**src/rtl/rank_filter_1d.sv**
```systemverilog
`default_nettype none
// ============================================================================
// rank_filter_1d : sliding-window rank-order filter (min/median/max), 4-cycle latency
// Revision: 1.0
// ============================================================================
module rank_filter_1d #(
  parameter int DW  = 8,
  parameter int KSZ = 5,
  parameter int RW  = 4
) (
  input  logic          clk,
  input  logic          rst,
  input  logic [DW-1:0] din,
  input  logic          din_valid,
  input  logic          line_start,
  input  logic [RW-1:0] rank_sel,
  output logic [DW-1:0] dout,
  output logic          dout_valid
);

  localparam logic [RW-1:0] c_ksz      = RW'(KSZ);
  localparam logic [RW-1:0] c_rank_max = RW'(KSZ - 1);

  logic [KSZ-1:0][DW-1:0]  w_q, w_d;
  logic [RW-1:0]           cnt_q, cnt_d;
  logic                    tok0_q, tok0_d;
  logic [RW-1:0]           rs0_q, rs0_d;
  logic [KSZ-1:0][KSZ-1:0] cmp_q, cmp_d;
  logic [KSZ-1:0][DW-1:0]  win1_q, win1_d;
  logic                    tok1_q, tok1_d;
  logic [RW-1:0]           rs1_q, rs1_d;
  logic [KSZ-1:0][RW-1:0]  rank_q, rank_d;
  logic [KSZ-1:0][DW-1:0]  win2_q, win2_d;
  logic                    tok2_q, tok2_d;
  logic [RW-1:0]           rs2_q, rs2_d;
  logic [DW-1:0]           dout_q, dout_d;
  logic                    dout_valid_q, dout_valid_d;
  logic                    complete;

  always_comb begin
    w_d      = w_q;
    cnt_d    = cnt_q;
    complete = 1'b0;
    if (din_valid) begin
      for (int i = KSZ - 1; i > 0; i--) begin
        w_d[i] = w_q[i-1];
      end
      w_d[0] = din;
      // Stale entries from the previous line stay in w but are masked by the count.
      if (line_start) begin
        cnt_d = RW'(1);
      end else if (cnt_q != c_ksz) begin
        cnt_d = cnt_q + RW'(1);
      end
      complete = (cnt_d == c_ksz);
    end
    tok0_d = complete;
    rs0_d  = (rank_sel > c_rank_max) ? c_rank_max : rank_sel;

    // Position tie-break makes every element's rank unique.
    for (int i = 0; i < KSZ; i++) begin
      for (int j = 0; j < KSZ; j++) begin
        cmp_d[i][j] = (w_q[j] < w_q[i]) || ((j < i) && (w_q[j] == w_q[i]));
      end
    end
    win1_d = w_q;
    tok1_d = tok0_q;
    rs1_d  = rs0_q;

    for (int i = 0; i < KSZ; i++) begin
      rank_d[i] = '0;
      for (int j = 0; j < KSZ; j++) begin
        rank_d[i] = rank_d[i] + RW'(cmp_q[i][j]);
      end
    end
    win2_d = win1_q;
    tok2_d = tok1_q;
    rs2_d  = rs1_q;

    dout_d = dout_q;
    if (tok2_q) begin
      for (int i = 0; i < KSZ; i++) begin
        if (rank_q[i] == rs2_q) begin
          dout_d = win2_q[i];
        end
      end
    end
    dout_valid_d = tok2_q;
  end

  always_ff @(posedge clk) begin
    if (rst) begin
      w_q          <= '0;
      cnt_q        <= '0;
      tok0_q       <= 1'b0;
      rs0_q        <= '0;
      cmp_q        <= '0;
      win1_q       <= '0;
      tok1_q       <= 1'b0;
      rs1_q        <= '0;
      rank_q       <= '0;
      win2_q       <= '0;
      tok2_q       <= 1'b0;
      rs2_q        <= '0;
      dout_q       <= '0;
      dout_valid_q <= 1'b0;
    end else begin
      w_q          <= w_d;
      cnt_q        <= cnt_d;
      tok0_q       <= tok0_d;
      rs0_q        <= rs0_d;
      cmp_q        <= cmp_d;
      win1_q       <= win1_d;
      tok1_q       <= tok1_d;
      rs1_q        <= rs1_d;
      rank_q       <= rank_d;
      win2_q       <= win2_d;
      tok2_q       <= tok2_d;
      rs2_q        <= rs2_d;
      dout_q       <= dout_d;
      dout_valid_q <= dout_valid_d;
    end
  end

  assign dout       = dout_q;
  assign dout_valid = dout_valid_q;

endmodule
`default_nettype wire

```
**config.mk**
```make
export PLATFORM = sky130hd
export DESIGN_NAME = rank_filter_1d
export DESIGN_NICKNAME = d
export VERILOG_FILES = /design/src/rtl/rank_filter_1d.sv
export SDC_FILE = /design/constraint.sdc
export NUM_CORES = 1
export LEC_CHECK = 0
export BUFFER_PORTS_ARGS = -buffer_cell sky130_fd_sc_hd__buf_2
export CORE_MARGIN = 10
export CORE_UTILIZATION = 40
export CTS_BUF_LIST = sky130_fd_sc_hd__clkbuf_2 sky130_fd_sc_hd__clkbuf_4 sky130_fd_sc_hd__clkbuf_8
export DETAILED_ROUTE_END_ITERATION = 7
export PLACE_DENSITY = 0.63
export SYNTH_ARGS = -nofsm -noshare
export SYNTH_HDL_FRONTEND = slang
export SYNTH_SLANG_ARGS = --single-unit
```
**constraint.sdc**
```tcl
create_clock -name clk -period 3.4 [get_ports clk]
set_input_delay 0.17 -clock clk [delete_from_list [all_inputs] [get_ports clk]]
set_output_delay 0.17 -clock clk [all_outputs]
set_load 0.01 [all_outputs]
```
==> results.tsv, run 1 <==
metric	value	unit
status	finished clean	
Slew Viols, Final	0	
top-area cell type share of the netlist area	46.40	%
Worst Setup Path Type	register to register	
Seq/Total Area, Yosys	46.40	%
Post-synth ARST share	0	%
hpwl dp	12.11	mm
Simple-Gate Fraction of Synth Area	16.40	%
Post-synth EDFFs	0	
final setup violation count	0	
Crit. Startpoint	rs2_q[2]	
CTS tree	yes	
synthesized area	0.007896	mm²
width of the die	160.5	µm
Layout area overhead	10.81	%
postcts setup bufs	0	
initial core utilization	40.57	%
Pwr Density	490.2	mW/mm²
filler cell count	1847	
worst min path class	primary input to register	
Starting DRT DRC Count	306	
clock sink total	183	
nets@finish	896	
largest family of logic cells by synthesized area	simple AND/OR/NAND/NOR gates	
largest net degree at the start of global routing	68	
RSZ-0062 raised after global routing	false	
DRT antenna net count	0	
placed cells	1015	
H-tree Lvls	4	
Post-synth top cells	dfxtp_1 (183), nor2b_1 (105), ha_1 (94)	
layout cells sized above 1	11.84	%
DP Worst Slack	1.098	ns
port buffer count	24	
Startpoint Class	register	
Synth Area per Inst	10.50	µm²
cell area after layout	0.008750	mm²
Post-Synth Adder-Cell Area	16.16	%
Worst Slack Setup Final	1.093	ns
Net Count, Synth	867	
Gate Count Post-Synth	752	
Tightest Pin Transition	0.9359	ns
Die Y	160.5	µm
r2r startpoint	rs2_q[2]	
Clock Pin Slew Worst Setup and Hold Paths	0.10	ns
clk_lat worst skew	0.45	ns
Power Total	0.004289	W
DR vias/cell	4.584	
min Tclk post-route	2.307	ns
post-synthesis sequential element count	183	
Leak	3.763	nW
Max-cap violations	0	
count of cell types in the netlist	37	
Avg WL per Cell	15.31	µm
main flop type after synthesis	dfxtp_1	
most frequent cell after synthesis	dfxtp_1	
vias in the first global route	4896	
clock tree buffer depth	2	
TritonCTS Buffers	17	
GPL Wtd Cong	0.8271	
Clock Skew	0.01011	ns
drt total wl	16.21	mm
drt pass-1 iters	4	
Cell Area, Placed	0.008252	mm²
initial antenna violation count	0	
Max VDD drop	0.0002611	V
mux cell area share after synthesis	6.465	%
Final period util	67.86	%
synth top area cells	dfxtp_1 (46%), ha_1 (15%), nor2b_1 (8.3%)	
Crit. End Element	register	
# DRC	0	
area share of xor/xnor cells in the synthesized design	2.345	%
Compound-Gate Fraction of Synth Area	8.176	%
HP Start	line_start	
total gr overflow	0	
core region area	0.01946	mm²
CP arrival	2.66	ns
critical path required time	3.75	ns
setup total negative slack	0	ns
Synth area leader	dfxtp_1	
num ports	25	
Total Routing Usage GR	12.96	%
vias	4854	
die area	0.02576	mm²
synth warn	0	
worst rel slew slack	37.61	%
worst-path fanout max	17	
Ant. Diodes	0	
Max Fclk	433.4	MHz
Layout Cells excl Fill	1059	
first-pass GRT wire length	26.43	mm
Fin. Hold Viols	0	
Rows	51	
CTS Root Cell	clkbuf_8	
# resized after CTS	0	
==> power by group <==
part	switching [W]	leakage [nW]	internal, W
clock	0.000812	0.179	0.000594
sequential	0.0000662	1.49	0.00223
combinational	0.000311	2.10	0.000273
==> final cells by class <==
class                      instances  area [µm²]  area share (%)
clock buffer                      17       234.0           2.674
clock inverter                    15       143.9           1.645
inverter                          43       161.4           1.845
multi-input combinational        495        3923           44.83
sequential                       183        3664           41.87
tap                              265       331.6           3.790
timing repair buffer              41       292.8           3.346
==> per-layer routing <==
metal / part of all wire, % / global-route usage [%]
met5: 0 / 0
met4: 0.97 / 3.923
met3: 2.6 / 2.658
met2: 45 / 20.10
met1: 51 / 17.70
==> per-stage QoR <==
step | hold WS (ns) | utilization [%]
final | 0.04488 | 44.96
after global routing | 0.02588 | 44.96
after CTS | 0.01655 | 44.96
after detailed placement | 0.3842 | 42.40
after global placement | 0.3821 | 42.40
after floorplan | 0.2534 | -
==> worst max-delay path: stages (launching register included) <==
cell,delay (ns)
dfxtp_1,0.56
xor2_1,0.11
or4_1,0.77
nor2_1,0.18
a211oi_1,0.06
a221o_2,0.32
a22o_1,0.22
==> kinds of logic (layout without fill, tap and decap cells) <==
group / Yosys count / after routing
AND/OR/NAND/NOR: 237 / 237
XOR/XNOR: 16 / 16
AO/OA/AOI/OAI: 93 / 93
other: 1 / 1
buffers and inverters: 74 / 116
adder cells (fa/ha/maj): 99 / 99
multiplexers: 49 / 49
flip-flops: 183 / 183
==> timing repair <==
item,4_1_cts,5_1_grt
hold endpoints to repair,11,0
hold buffers,12,0
setup endpoints to repair,0,0
==> sequential cells by signal, summed over array words and instances (netlist names), 8 cells and up <==
name / cells
w_q: 40
win2_q: 40
win1_q: 40
dout: 8
rank_q: 15
cmp_q: 20
==> worst paths after layout <==
path / endpoint / slack (ns) / depth (start not counted)
hold / removal: cnt_q[2] / 0.04 / 3
setup reg to reg: dout[6] / 1.09 / 6
setup / recovery: dout[6] / 1.09 / 6
hold reg to reg: win2_q[35] / 0.44 / 1
==> cell usage in the layout, fill, tap and decap left out, types with 3 or more instances in the layout <==
cell type,n
inv_6,3
nand2b_1,12
o22a_1,10
dfxtp_1,183
mux2i_1,33
buf_2,23
ha_1,94
nor4_1,3
a21oi_1,25
a22o_1,8
a211oi_1,9
nor2b_1,105
clkinvlp_4,5
o21ai_0,21
buf_4,5
xor2_1,13
a221o_2,8
inv_1,43
nand4_1,20
fa_1,5
dlygate4sd3_1,12
mux2_2,16
o21a_1,10
nor2_1,84
clkbuf_8,17
(Power assumes the default switching activity.)
==> inputs of run 2 (changes only) <==
- PLACE_DENSITY: 0.63 -> 0.65
- clock period: 3.4 -> 2 ns (I/O delays scaled with it)
==> run 2 against run 1 <==
The run now ends with setup timing left. Count of clock-buffer cells in the layout is 1 higher. Worst setup slack worse by 1.1 ns. Flip-flop and latch count unchanged. Clock power up 93%. Via count is 3.9% higher. Largest cell class unchanged. Design area increased by 3.7%. Global-route usage decreased by 0.085 points. Combinational power is 97% higher. Hold slack better by 0.12 ns. Routed wire length down 0.51%. Critical endpoint unchanged.
==> results.tsv, run 2 (synthesis gave the netlist of run 1 again) <==
metric	value	unit	change
status	finished, violations left		
failing checks	setup timing		
width of the die	160.5	µm	unchanged
port buffer count	24		unchanged
H-tree Lvls	4		unchanged
Internal	0.005796	W	+87%
largest net degree at the start of global routing	67		-1.5%
vias in the first global route	5055		+3.2%
drt pass-1 iters	4		unchanged
DRT antenna net count	0		unchanged
Fin Hold WS	0.1660	ns	+0.1211 ns
Worst Slack Setup Final	-0.01306	ns	-1.106 ns
Worst Setup Path Type	register to register		
Die Y	160.5	µm	unchanged
die area	0.02576	mm²	unchanged
worst rel slew slack	64.06	%	+26 points
CP arrival	2.37	ns	-0.29 ns
Fin. Hold Viols	0		unchanged
Leak	3.918	nW	+4.1%
top flop regs	w_q: 40 flops, win1_q: 40 flops, win2_q: 40 flops		
Crit. End Element	register		
Slew Viols, Final	0		unchanged
Core Util, Final	46.62	%	+1.7 points
Max-cap violations	0		unchanged
most common cell after layout, fill and taps aside	dfxtp_1		
Max Fclk	496.8	MHz	+15%
DR vias/cell	4.688		+2.3%
clock tree buffer depth	2		unchanged
nets@finish	914		+2.0%
RSZ-0062 raised after global routing	true		
initial core utilization	40.57	%	unchanged
Clock Skew	0.01780	ns	+0.007686 ns
Total Routing Usage GR	12.87	%	-0.085 points
TritonCTS Buffers	17		unchanged
worst-path cell chain	xor2_2 > nor4_2 > bufbuf_16 > mux2i_1 > a211oi_1 > a221o_2 > a22o_1		
clock network power share	35.0	%	+2.2 points
Max VDD drop	0.0003951	V	+51%
clock sink total	183		unchanged
Tightest Pin Transition	0.5380	ns	-0.3979 ns
Pwr Density	858.4	mW/mm²	+75%
Clock Pin Slew Worst Setup and Hold Paths	0.09	ns	about the same
Switch Pwr	0.001992	W	+68%
Final period util	100.7	%	+33 points
switching share of total power	25.58	%	-2.1 points
final setup violation count	3		+3
critical path required time	2.36	ns	-1.39 ns
WP buf/inv	1		+1
first-pass GRT wire length	26.52	mm	+0.34%
layout cells sized above 1	14.43	%	+2.6 points
GPL Wtd Cong	0.8456		+2.2%
# DRC	0		unchanged
most frequent cells in the layout	dfxtp_1 (179), nor2b_1 (105), ha_1 (94), nor2_1 (83), inv_1 (43)		
vias	5044		+3.9%
sequential share of power	50.2	%	-3.4 points
Avg WL per Cell	14.99	µm	-2.1%
drt total wl	16.13	mm	-0.51%
Top Family by Delay on Critical Path	compound AO/OA/AOI/OAI gates		
Rows	51		unchanged
core region area	0.01946	mm²	unchanged
Ant. Diodes	0		unchanged
slowest CP cell	dfxtp_4		
worst-path fanout max	5		-12
Startpoint Class	register		
total gr overflow	0		unchanged
hpwl dp	12.11	mm	about the same
CTS Root Cell	clkbuf_8		
CP peak stage delay	0.38	ns	-0.39 ns
clk_lat worst skew	0.47	ns	+0.02 ns
CTS tree	yes		
Layout area overhead	14.89	%	
min Tclk post-route	2.013	ns	-0.2942 ns
worst min path class	primary input to register		
logic gate share of total power	14.8	%	+1.2 points
initial antenna violation count	0		unchanged
Starting DRT DRC Count	305		-0.33%
num ports	25		unchanged
run 2: timing repair:
action,in CTS,in global routing
cloned,1,0
endpoints found under the setup margin,8,11
pin swaps,8,8
endpoints found under the hold margin,18,0
resized for setup,8,8
setup buffers,3,1
hold buffers,16,0
run 2: final cells by class:
class,instances,area [µm²]
clock buffer,18,247.7
inverter,43,161.4
clock inverter,13,197.7
multi-input combinational,495,3956
timing repair buffer,59,504.2
sequential,183,3674
fill,1813,10390
tap,265,331.6
run 2: through the flow:
stage	worst slack, ns	instance area (µm²)	total power, W	TNS (ns)	instances
2_1_floorplan	-0.09911	7900	0.004738	-0.7314	752
3_3_place_gp	-0.06159	8386	0.005042	-0.08091	1026
3_5_place_dp	-0.1083	8386	0.005065	-0.4232	1026
4_1_cts	-0.02467	9056	0.007872	-0.02467	1076
5_1_grt	-0.1462	9072	0.008163	-0.7779	1076
6_report	-0.01306	9072	0.007788	-0.03138	1076
run 2: power groups by stage:
| stage | sequential, W | combinational [W] | clock, W |
|---|---|---|---|
| after CTS | 0.00391 | 0.00117 | 0.00279 |
| after floorplan | 0.00396 | 0.000782 | 0 |
| after global routing | 0.00393 | 0.00130 | 0.00293 |
| after detailed placement | 0.00399 | 0.00107 | 0 |
| after global placement | 0.00399 | 0.00105 | 0 |
| final | 0.00391 | 0.00115 | 0.00272 |
run 2: path summary, 6_finish.rpt:
kind / start / to / slack, ns / depth (start not counted)
worst min-delay path: din_valid / tok0_q / 0.17 / 4
worst min register to register: rs1_q[0] / rs2_q[0] / 0.44 / 1
worst max-delay path: rs2_q[0] / dout[6] / -0.01 / 7
worst max register to register: rs2_q[0] / dout[6] / -0.01 / 7
run 2: layer usage:
metal  GRT usage (%)  routed length [µm]  vias up
li1                -                   -     2634
met1           16.82                7902     2310
met2           20.25                7300       80
met3           2.812                 604       20
met4           5.050                 323        0
met5               0                   0        -
run 2: worst register-to-register path, stage by stage (launching register included):
cell	delay, ns
dfxtp_4	0.38
xor2_2	0.15
nor4_2	0.30
bufbuf_16	0.32
mux2i_1	0.19
a211oi_1	0.09
a221o_2	0.30
a22o_1	0.20
==> inputs of run 3 (changes only) <==
==> constraint.sdc (replaced) <==
create_clock -name clk -period 2 [get_ports clk]
set_input_delay 0.3 -clock clk [delete_from_list [all_inputs] [get_ports clk]]
set_output_delay 0.3 -clock clk [all_outputs]
set_load 0.01 [all_outputs]
==> run 3 against run 2 <==
The run still ends with setup timing left. Clock power fell by 3%. Count of clock-buffer cells in the layout up 2. Worst setup slack improved by 0.012 ns. Critical path type unchanged. Critical path depth did not move. Utilization is 0.73 points lower. Sequential share of layout area up 0.65 points. Non-clock buffer count fell by 12. First-iteration DRC count decreased by 13%. Via count decreased by 1.7%. Design area fell by 1.6%. Sequential power hardly changed. Register-to-register slack about the same.
==> results.tsv, run 3 (synthesis gave the netlist of run 1 again) <==
metric	value	unit	change
Max-cap violations	0		unchanged
Die Y	160.5	µm	unchanged
DP Worst Slack	-0.07302	ns	+0.03524 ns
critical path required time	2.35	ns	about the same
Crit. End Element	register		
H-tree Lvls	4		unchanged
Startpoint Class	register		
worst-path cell chain	xor2_2 > nor4_2 > bufbuf_16 > mux2i_1 > a211oi_1 > a221o_2 > a22o_1		
RSZ-0062 raised after global routing	true		
Starting DRT DRC Count	266		-13%
num ports	25		unchanged
nets@finish	902		-1.3%
worst min path class	primary input to register		
first-pass GRT wire length	26.08	mm	-1.7%
port buffer count	24		unchanged
Layout area overhead	13.09	%	
Total Routing Usage GR	12.68	%	-0.19 points
Final period util	100.0	%	-0.60 points
Worst Setup Path Type	register to register		
Rows	51		unchanged
vias	4959		-1.7%
slowest CP cell	dfxtp_4		
Fin. Hold Viols	0		unchanged
GPL Wtd Cong	0.8348		-1.3%
largest net degree at the start of global routing	43		-36%
failing checks	setup timing		
CTS Root Cell	clkbuf_8		
hold depth	2		-2
CTS tree	yes		
layout cells sized above 1	14.88	%	+0.45 points
most common cell after layout, fill and taps aside	dfxtp_1		
Met2 Routed Length	7.259	mm	-0.56%
Avg WL per Cell	14.87	µm	-0.80%
area occupied by multi-input gates	0.003941	mm²	-0.38%
filler cell count	1835		+1.2%
Power Total	0.007664	W	-1.6%
Tightest Pin Transition	0.5300	ns	-0.008003 ns
Max VDD drop	0.0003481	V	-12%
# DRC	0		unchanged
final setup violation count	1		-2
DRT antenna net count	0		unchanged
status	finished, violations left		
clk_lat worst skew	0.46	ns	about the same
total gr overflow	0		unchanged
initial core utilization	40.57	%	unchanged
drt pass-1 iters	4		unchanged
Slew Viols, Final	0		unchanged
core region area	0.01946	mm²	unchanged
die area	0.02576	mm²	unchanged
Clock Skew	0.01714	ns	-0.0006569 ns
placed cells	1028		+0.19%
Leak	3.862	nW	-1.4%
most frequent cells in the layout	dfxtp_1 (179), nor2b_1 (105), ha_1 (94), nor2_1 (84), inv_1 (43)		
worst-path fanout max	5		unchanged
clock tree buffer depth	2		unchanged
CP arrival	2.35	ns	-0.02 ns
DRT met1 WL	8.049	mm	+1.9%
Max Fclk	499.8	MHz	+0.60%
top flop regs	w_q: 40 flops, win1_q: 40 flops, win2_q: 40 flops		
hpwl dp	12.34	mm	+1.9%
met3 wire len	368	µm	-39%
min Tclk post-route	2.001	ns	-0.01208 ns
clock sink total	183		unchanged
TritonCTS Buffers	17		unchanged
Worst Slack Setup Final	-0.0009750	ns	+0.01208 ns
Clock Pin Slew Worst Setup and Hold Paths	0.09	ns	about the same
Fin Hold WS	0.05266	ns	-0.1134 ns
reg2reg path depth	7		unchanged
DR top layer	met4		
Ant. Diodes	0		unchanged
drt total wl	15.84	mm	-1.8%
vias in the first global route	5010		-0.89%
width of the die	160.5	µm	unchanged
worst rel slew slack	64.60	%	+0.53 points
initial antenna violation count	0		unchanged
Seq. cell area	0.003674	mm²	unchanged
CP peak stage delay	0.37	ns	about the same
DR vias/cell	4.656		-0.67%
Layout Cells excl Fill	1065		-1.0%
Pwr Density	858.3	mW/mm²	about the same
[run 3: layer usage]
| layer | track usage (%) | up-vias |
|---|---|---|
| met5 | 0 | - |
| met4 | 4.257 | 0 |
| met3 | 2.812 | 11 |
| met2 | 20.35 | 46 |
| met1 | 16.49 | 2285 |
| li1 | - | 2617 |
[run 3: final cells by class]
cell class / instances / area share [%]
clock buffers: 20 / 3.012
clock inverters: 12 / 1.821
inverters: 43 / 1.807
multi-input cells: 495 / 44.14
flip-flops and latches: 183 / 41.14
well taps: 265 / 3.713
repair buffers: 47 / 4.372
[run 3: power by group]
part | switching [W] | internal [W]
clock network | 0.00131 | 0.00133
registers | 0.000115 | 0.00379
logic | 0.000543 | 0.000567
total | 0.00197 | 0.00569
[run 3: critical path, delay by kind of cell (launching register included)]
family	cells	cell delay (ns)
DFF	1	0.37
muxes	1	0.18
buffers and inverters	1	0.32
xor gates and xnor gates	1	0.14
and+or+nand+nor	1	0.29
AOI/OAI and AO/OA	3	0.60
[run 3: through the flow]
stage	TNS (ns)	utilization (%)	instance area, µm²
global route	-0.5132	45.88	8930
finish	-0.0009750	45.88	8930
CTS	-0.006533	45.78	8910
global placement	-0.04540	43.23	8413
detailed placement	-0.2941	43.23	8413
floorplan	-0.7314	-	7900
[run 3: timing repair]
action,CTS,global route
gates cloned,1,0
buffers inserted,4,1
hold buffers,0,0
pin swaps,4,2
endpoints found under the setup margin,8,13
resized for setup,7,6
[run 3: path summary, 6_finish.rpt]
check / from / to / slack [ns]
worst max register to register: rs2_q[0] / dout[6] / -0.001
worst min register to register: win1_q[8] / win2_q[8] / 0.44
worst min-delay path: rank_sel[0] / rs0_q[0] / 0.05
worst max-delay path: rs2_q[0] / dout[6] / -0.001
